==> config.mk <==
export PLATFORM = sky130hd
export DESIGN_NAME = hilo_muldiv
export DESIGN_NICKNAME = d
export VERILOG_FILES = /design/src/rtl/hilo_muldiv.sv
export SDC_FILE = /design/constraint.sdc
export NUM_CORES = 1
export LEC_CHECK = 0
export CORE_AREA = 8 8 206 208
export CTS_CLUSTER_SIZE = 20
export DETAILED_ROUTE_END_ITERATION = 10
export DIE_AREA = 0 0 214 216
export DONT_BUFFER_PORTS = 1
export SETUP_SLACK_MARGIN = 0.15
export SYNTH_ARGS = -nofsm -noshare
export SYNTH_HDL_FRONTEND = slang
export SYNTH_SLANG_ARGS = --single-unit
==> constraint.sdc <==
create_clock -name clk -period 8.3 [get_ports clk]
set_input_delay 2.49 -clock clk [delete_from_list [all_inputs] [get_ports clk]]
set_output_delay 2.49 -clock clk [all_outputs]
set_load 0.02 [all_outputs]
==> src/rtl/hilo_muldiv.sv <==
// ============================================================================
//  Module   : hilo_muldiv
//  Purpose  : Iterative 32-bit multiply/divide unit with HI/LO registers
//  Revision : 1.0  initial release
// ============================================================================
`default_nettype none

module hilo_muldiv (
    input  logic        clk,
    input  logic        rst_n,
    input  logic        start,
    input  logic [2:0]  op,
    input  logic [31:0] src_a,
    input  logic [31:0] src_b,
    input  logic        cancel,
    output logic        busy,
    output logic        done,
    output logic [31:0] hi,
    output logic [31:0] lo
);

    localparam logic [2:0] OP_MTHI = 3'd4;
    localparam logic [2:0] OP_MTLO = 3'd5;

    typedef enum logic [1:0] {
        IDLE = 2'd0,
        CALC = 2'd1,
        FIX  = 2'd2
    } state_t;

    state_t      state;
    state_t      state_next;
    logic [4:0]  count;
    logic [64:0] acc;
    logic [31:0] opa;
    logic [31:0] opb;
    logic        sign_a;
    logic        sign_b;
    logic        is_div;
    logic        div0;

    logic        idle_start;
    logic        accept;
    logic        op_signed;
    logic [31:0] abs_a;
    logic [31:0] abs_b;
    logic [32:0] mul_sum;
    logic [64:0] mul_step;
    logic [32:0] div_rem_sh;
    logic [33:0] div_trial;
    logic [64:0] div_step;
    logic [63:0] prod_fix;
    logic [31:0] fix_hi;
    logic [31:0] fix_lo;

    assign busy       = (state != IDLE);
    assign idle_start = (state == IDLE) && start && !cancel;
    assign accept     = idle_start && !op[2];
    // MULT (0) and DIV (2) are the signed codes among 0..3
    assign op_signed  = !op[2] && !op[0];
    assign abs_a      = (op_signed && src_a[31]) ? (32'd0 - src_a) : src_a;
    assign abs_b      = (op_signed && src_b[31]) ? (32'd0 - src_b) : src_b;

    // Shift-add step: acc = {carry, P_hi, P_lo}, multiplicand held in opa
    assign mul_sum  = {1'b0, acc[63:32]} + (acc[0] ? {1'b0, opa} : 33'd0);
    assign mul_step = {1'b0, mul_sum, acc[31:1]};

    // Restoring step: acc = {R[32:0], Q[31:0]}, divisor held in opb
    assign div_rem_sh = {acc[63:32], acc[31]};
    assign div_trial  = {1'b0, div_rem_sh} - {2'b00, opb};
    assign div_step   = div_trial[33] ? {div_rem_sh, acc[30:0], 1'b0}
                                      : {div_trial[32:0], acc[30:0], 1'b1};

    assign prod_fix = (sign_a ^ sign_b) ? (64'd0 - acc[63:0]) : acc[63:0];

    always_comb begin
        fix_hi = prod_fix[63:32];
        fix_lo = prod_fix[31:0];
        if (is_div) begin
            if (div0) begin
                // Rebuild the original dividend from its magnitude and sign
                fix_hi = sign_a ? (32'd0 - opa) : opa;
                fix_lo = 32'hFFFF_FFFF;
            end else begin
                fix_hi = sign_a ? (32'd0 - acc[63:32]) : acc[63:32];
                fix_lo = (sign_a ^ sign_b) ? (32'd0 - acc[31:0]) : acc[31:0];
            end
        end
    end

    always_comb begin
        state_next = state;
        case (state)
            IDLE:    if (accept) state_next = CALC;
            CALC:    if (cancel) state_next = IDLE;
                     else if (count == 5'd31) state_next = FIX;
            FIX:     state_next = IDLE;
            default: state_next = IDLE;
        endcase
    end

    always_ff @(posedge clk or negedge rst_n) begin
        if (!rst_n) state <= IDLE;
        else        state <= state_next;
    end

    always_ff @(posedge clk or negedge rst_n) begin
        if (!rst_n) begin
            count  <= 5'd0;
            acc    <= 65'd0;
            opa    <= 32'd0;
            opb    <= 32'd0;
            sign_a <= 1'b0;
            sign_b <= 1'b0;
            is_div <= 1'b0;
            div0   <= 1'b0;
            done   <= 1'b0;
            hi     <= 32'd0;
            lo     <= 32'd0;
        end else begin
            done <= (state == FIX) && !cancel;

            if (state == CALC && !cancel) count <= count + 5'd1;
            else                          count <= 5'd0;

            if (accept) begin
                opa    <= abs_a;
                opb    <= abs_b;
                sign_a <= op_signed && src_a[31];
                sign_b <= op_signed && src_b[31];
                is_div <= op[1];
                div0   <= op[1] && (src_b == 32'd0);
                acc    <= {33'd0, (op[1] ? abs_a : abs_b)};
            end else if (state == CALC && !cancel) begin
                acc <= is_div ? div_step : mul_step;
            end

            if (state == FIX && !cancel) begin
                hi <= fix_hi;
                lo <= fix_lo;
            end else if (idle_start && op == OP_MTHI) begin
                hi <= src_a;
            end else if (idle_start && op == OP_MTLO) begin
                lo <= src_a;
            end
        end
    end

endmodule

`default_nettype wire

=== Yosys cells after proc, flatten, opt, wreduce, memory -nomap -nowiden ===
Cells that the tools add are included.

* Bitwise logic cells: 1
* Equal/unequal tests: 8
* Reductions and logical operators: 22
* Multiplexer cells: 26
* $add $sub $neg: 9

{| class="wikitable"
|+ Operator list
! kind !! number
|-
| 32-bit two-way mux || 16
|-
| 64-bit two-way mux || 5
|-
| 1-bit by 32-bit subtractor with 32-bit output (first input constant) || 5
|-
| 1-bit by 64-bit subtractor with 64-bit output (first input constant) || 1
|-
| 33-bit by 32-bit subtractor with 34-bit output || 1
|-
| 32-bit by 32-bit adder with 33-bit output || 1
|-
| 32-bit logical NOT || 1
|-
| 1-bit logical AND || 11
|-
| 2-bit nonzero test || 4
|-
| 3-bit equality test (second input constant) || 2
|-
| 2-bit two-way mux || 3
|-
| 5-bit by 1-bit adder with 5-bit output (second input constant) || 1
|-
| 5-bit equality test (second input constant) || 1
|-
| 5-bit two-way mux || 1
|-
| 2-bit != test (second input constant) || 2
|-
| 2-bit one-hot mux with 2 select lines || 1
|-
| 2-bit AND reduction || 2
|-
| 1-bit logical NOT || 3
|-
| 3-bit != test (second input constant) || 1
|-
| 2-bit by 1-bit equality test with 1-bit output (second input constant) || 1
|-
| 2-bit equality test (second input constant) || 1
|-
| 2-bit logical NOT || 1
|-
| 1-bit XOR || 1
|}

* Word-level logic and storage cells: 78
* Input port bits: 71
* Output and inout port bits: 66
* Flip-flop bits (word level): 204

=== Logic depth before layout (Yosys ltp) ===
* Word-level depth: 7
* Gate-level depth with buffers: 15
* Depth with buffers taken out: 14

=== Worst setup path after synthesis ===
OpenSTA, ideal clock, no wires.

* Kind: input -> register
* From: input port src_a[7]
* To: register acc[29]
* Arrival: 4.623 ns
* Library setup time: 0.121 ns
* Path buffers: 0
* Path slack: 3.557 ns
* Required time: 8.179 ns
* Stages on the path: 8
* Cell sequence: or4_1 > nor4_1 > and3_1 > nand2_1 > o41ai_1 > xor2_1 > a21oi_1 > a22o_1

* Word-level cells in the longest chain between the ends: 4

{| class="wikitable"
|+ RTL lines
! item !! RTL line !! source
|-
| from (decl) || 13 || <nowiki>input logic [31:0] src_a,</nowiki>
|-
| 1-bit by 32-bit subtractor with 32-bit output || 61 || <nowiki>assign abs_a = (op_signed && src_a[31]) ? (32'd0 - src_a) : src_a;</nowiki>
|-
| 32-bit two-way mux || 61 ||
|-
| 32-bit two-way mux || 133 || <nowiki>acc <= {33'd0, (op[1] ? abs_a : abs_b)};</nowiki>
|-
| 64-bit two-way mux || 126 || <nowiki>if (accept) begin</nowiki>
|-
| to (signal assigned) || 133 ||
|-
| to (signal assigned) || 135 || <nowiki>acc <= is_div ? div_step : mul_step;</nowiki>
|-
| to (decl) || 34 || <nowiki>logic [64:0] acc;</nowiki>
|}

No other way between the ends.
A chain may end at the register's enable or synchronous reset.

=== Worst setup path after layout ===
* From: input port cancel
* To: register hi[26]

* Word-level cells in the longest chain between the ends: 4
* Elaborated cells on any way between the ends: 6
* Those cells by class: 1 x mux; 5 x reduce/logical

{| class="wikitable"
|+ RTL lines
! item !! RTL line !! source
|-
| from (decl) || 15 || <nowiki>input logic cancel,</nowiki>
|-
| 1-bit logical NOT (*) || 57, 138 ||
|-
| 1-bit logical AND || 57 || <nowiki>assign idle_start = (state == IDLE) && start && !cancel;</nowiki>
|-
| 1-bit logical AND || 141 || <nowiki>end else if (idle_start && op == OP_MTHI) begin</nowiki>
|-
| 2-bit nonzero test (no line) || - ||
|-
| to (signal assigned) || 139 || <nowiki>hi <= fix_hi;</nowiki>
|-
| to (signal assigned) || 142 || <nowiki>hi <= src_a;</nowiki>
|-
| to (decl) || 18 || <nowiki>output logic [31:0] hi,</nowiki>
|}

Every way passes the cells marked *; elsewhere a longest branch is shown, timed or not.

==> results_dict.tcl <==
set metrics [dict create \
    status "completed" \
    nNetsFinal 2237 \
    hold_violations 0 \
    post-route-period-util_pct 61.0 \
    cts_root_buf "clkbuf_16" \
    final_util_pct 47.1 \
    synth_edf_count 0 \
    fin_hold_ws_ns 0.476 \
    placed_area_sq_um 17600 \
    drt-total-wl_um 67700 \
    swShare_pct 50.4 \
    area_growth_pct 6.37 \
    cts_tree "built" \
    cp_data_arrival_time_ns 5.49 \
    antenna_found_initial 2 \
    routedWlPerCell_um 25.7 \
    num_vias 16700 \
    min_to "count[0]" \
    syn-num-nets 2342 \
    hold_depth 1 \
    fp.dieArea_sq_um 46200 \
    synthAdderAreaFrac_pct 5.36 \
    vias_per_cell 6.34 \
    rsz0062_at_grt "no" \
    clkTransAtPathRegs_ns 0.06 \
    p_comb_share_pct 53.0 \
    io_pins 137 \
    fin_tns_setup_ns 0 \
    synthMuxAreaShare_pct 4.97 \
    switchingPower_mw 3.66 \
    rr_worst_depth 12 \
    timing.rr.start "acc[0]" \
    async_flop_share_pct 100 \
    worstSetupPathType "in2reg" \
    gr-total-overflow 0 \
    cts_buffers 25 \
    seq_area_frac_synth_pct 29.4 \
    synth.distinct_cells 75 \
    path_max_fanout 29 \
    die_y_um 216 \
    relSlewSlack_pct 23.2 \
    worst_setup_path_end_kind "flop" \
    grt_pass1_vias 15700 \
    worst_pin_slew_ns 1.15 \
    synth-xor-area-share_pct 11.8 \
    clk_path_buf_depth 3 \
    portBuffers 0 \
    setup_viol 0 \
    core_sq_um 39200 \
    syn_inst 2198 \
    antenna_left 0 \
    intPower_mw 3.61 \
    cts_sinks 204 \
    start_util_pct 44.2 \
    instances_no_fill 2633 \
    p_leak_nw 7.77 \
    r2r-end "acc[63]" \
    power_mw 7.26 \
    ctsHoldBuffers 0 \
    fillers 3931 \
    drive_above_1_share_pct 5.74 \
    startpoint_type "primary input" \
    placementRows 73 \
    grt_pass1_wl_um 101000 \
    postLayoutCellArea_sq_um 18400 \
    fin_worst_skew_ns 0.0201 \
    pre_cts_slack_ns 2.79 \
    fin_ws_ns 3.23 \
    die_width_um 214 \
    slew_viol_final 0 \
    min_period_ns 5.07 \
    drv_cap 0 \
    drc 0 \
    ys_ff_latch 204 \
    synth_top_family_by_area "compound AO/OA/AOI/OAI gates" \
    dr.pass1.iters 6 \
    yosys_warnings 0 \
    postCtsSetupBuffers 0 \
    gr-usage-all-layers_pct 28.0 \
    max_freq_ghz 0.197 \
    place_hpwl_um 51600 \
    power_density_nw_per_um2 394 \
    min-delay-start "count[0]" \
    grt_max_degree 205 \
    critical_path_required_ns 8.72 \
    initialDrtViolationCount 1889 \
    synth_area_per_cell_sq_um 7.89 \
    dp_cells 2591 \
    r2r_slack_ns 3.64 \
    synthSimpleGateAreaFrac_pct 19.2 \
    hp-class "reg2reg" \
    clk_latency_ns 0.56 \
    post_cts_resized 0 \
    crit_path_start "cancel" \
    power_frac_seq_pct 31.7 \
    power_frac_clock_pct 15.3 \
    vdd_drop_max_uv 185 \
    place.gp.congestion 0.931 \
    netlist_area_sq_um 17300 \
    htreeDepth 1 \
    synth-compound-area-share_pct 24.5 \
    synth-main-ff-cell "dfrtp_1" \
]
[kinds of logic (layout without fill, tap and decap cells)]
logic type               count (synthesis)  after routing
AND/OR/NAND/NOR                        711            711
AO/OA/AOI/OAI                          673            673
XOR/XNOR                               233            233
buffers and inverters                  221            130
flip-flops                             204            204
multiplexers                            83             83
adder cells (fa/ha/maj)                 73             73
other                                    0              1
[critical path: stages]
cell	delay, ns
nor3b_1	0.79
and3_1	0.34
nor2b_4	0.81
buf_4	0.32
mux2_2	0.37
o22ai_1	0.14
a21oi_1	0.06
a21boi_0	0.14
[layer usage]
metal / part of all wire, % / global-route usage [%] / wire, um / vias to the layer above
li1: - / - / - / 7675
met5: 0.025 / 0 / 17 / -
met1: 43 / 38.3 / 29300 / 8082
met3: 11 / 7.73 / 7130 / 139
met4: 4.2 / 11.3 / 2860 / 2
met2: 42 / 41.3 / 28400 / 785
[cells in the mapped netlist (14+ instances only)]
cell	instances	area share, %
nand2b_1	19	0.69
o211ai_1	35	1.5
a21oi_1	152	4.4
a32oi_1	35	1.8
o21ai_0	220	6.4
mux2_2	15	0.97
nor3_1	41	1.2
nor4_1	21	0.76
a22oi_1	21	0.91
a21o_1	31	1.3
o31ai_1	30	1.3
ha_1	71	5.1
nand3_1	32	0.92
nand2_1	307	6.6
a31oi_1	22	0.79
and3_1	25	0.90
or3_1	19	0.69
o41ai_1	16	0.81
nand4_1	15	0.54
xor2_1	108	5.5
and2_1	41	1.5
clkbuf_1	135	2.9
a211oi_1	18	0.78
dfrtp_1	204	29
buf_1	14	0.30
mux2i_1	67	3.9
xnor2_1	125	6.3
nor2_1	136	2.9
inv_1	65	1.4
[sequential cells by signal (all words and copies together), names as in the netlist]
register,cells
sign_a,1
is_div,1
lo,32
state,2
sign_b,1
opa,32
acc,64
opb,32
done,1
hi,32
count,5
div0,1
[cells in the final DEF (no fill, tap or decap), types with 11 or more instances in the layout]
| cell type | count |
|---|---|
| a32oi_1 | 35 |
| a21oi_1 | 151 |
| o41ai_1 | 16 |
| a22oi_1 | 21 |
| nor3_1 | 41 |
| buf_4 | 21 |
| a31o_2 | 11 |
| or2_2 | 11 |
| nor2_1 | 135 |
| nand2_1 | 307 |
| dfrtp_1 | 202 |
| or4_1 | 12 |
| nand3_1 | 32 |
| a21o_1 | 31 |
| o21ai_0 | 220 |
| o211ai_1 | 35 |
| or3_1 | 19 |
| and2_1 | 41 |
| and3_1 | 25 |
| ha_1 | 71 |
| nor4_1 | 21 |
| o31ai_1 | 30 |
| a31oi_1 | 22 |
| xnor2_1 | 124 |
| inv_1 | 65 |
| clkbuf_16 | 25 |
| mux2i_1 | 67 |
| o22ai_1 | 13 |
| a211oi_1 | 18 |
| nand4_1 | 15 |
| xor2_1 | 107 |
| nand2b_1 | 18 |
| mux2_2 | 15 |
[how the worst max path moves through the flow]
stage,to,slack (ns),depth (start not counted)
after CTS,hi[26],3.34,8
after detailed placement,hi[26],2.79,8
final,hi[26],3.23,8
after global routing,hi[26],3.18,8
after global placement,hi[26],2.78,8
after floorplan,acc[29],3.56,8
[cell type report]
type / instances / area, sq um / share of cell area (%)
Clock buffer: 35 / 743 / 4.03
Antenna cell: 1 / 2.50 / 0.0136
Timing Repair Buffer: 21 / 158 / 0.855
Inverter: 68 / 255 / 1.38
Sequential cell: 204 / 5110 / 27.7
Multi-Input combinational cell: 1773 / 11400 / 62.0
Clock inverter: 6 / 75.1 / 0.407
Tap cell: 525 / 657 / 3.56
[power groups by stage]
stage	combinational, mW	clock [mW]	sequential [mW]
CTS	3.79	1.12	2.28
global route	4.25	1.16	2.34
finish	3.85	1.11	2.30
global placement	3.75	0	2.28
detailed placement	3.77	0	2.29
floorplan	3.06	0	1.83
(Power assumes the default switching activity.)
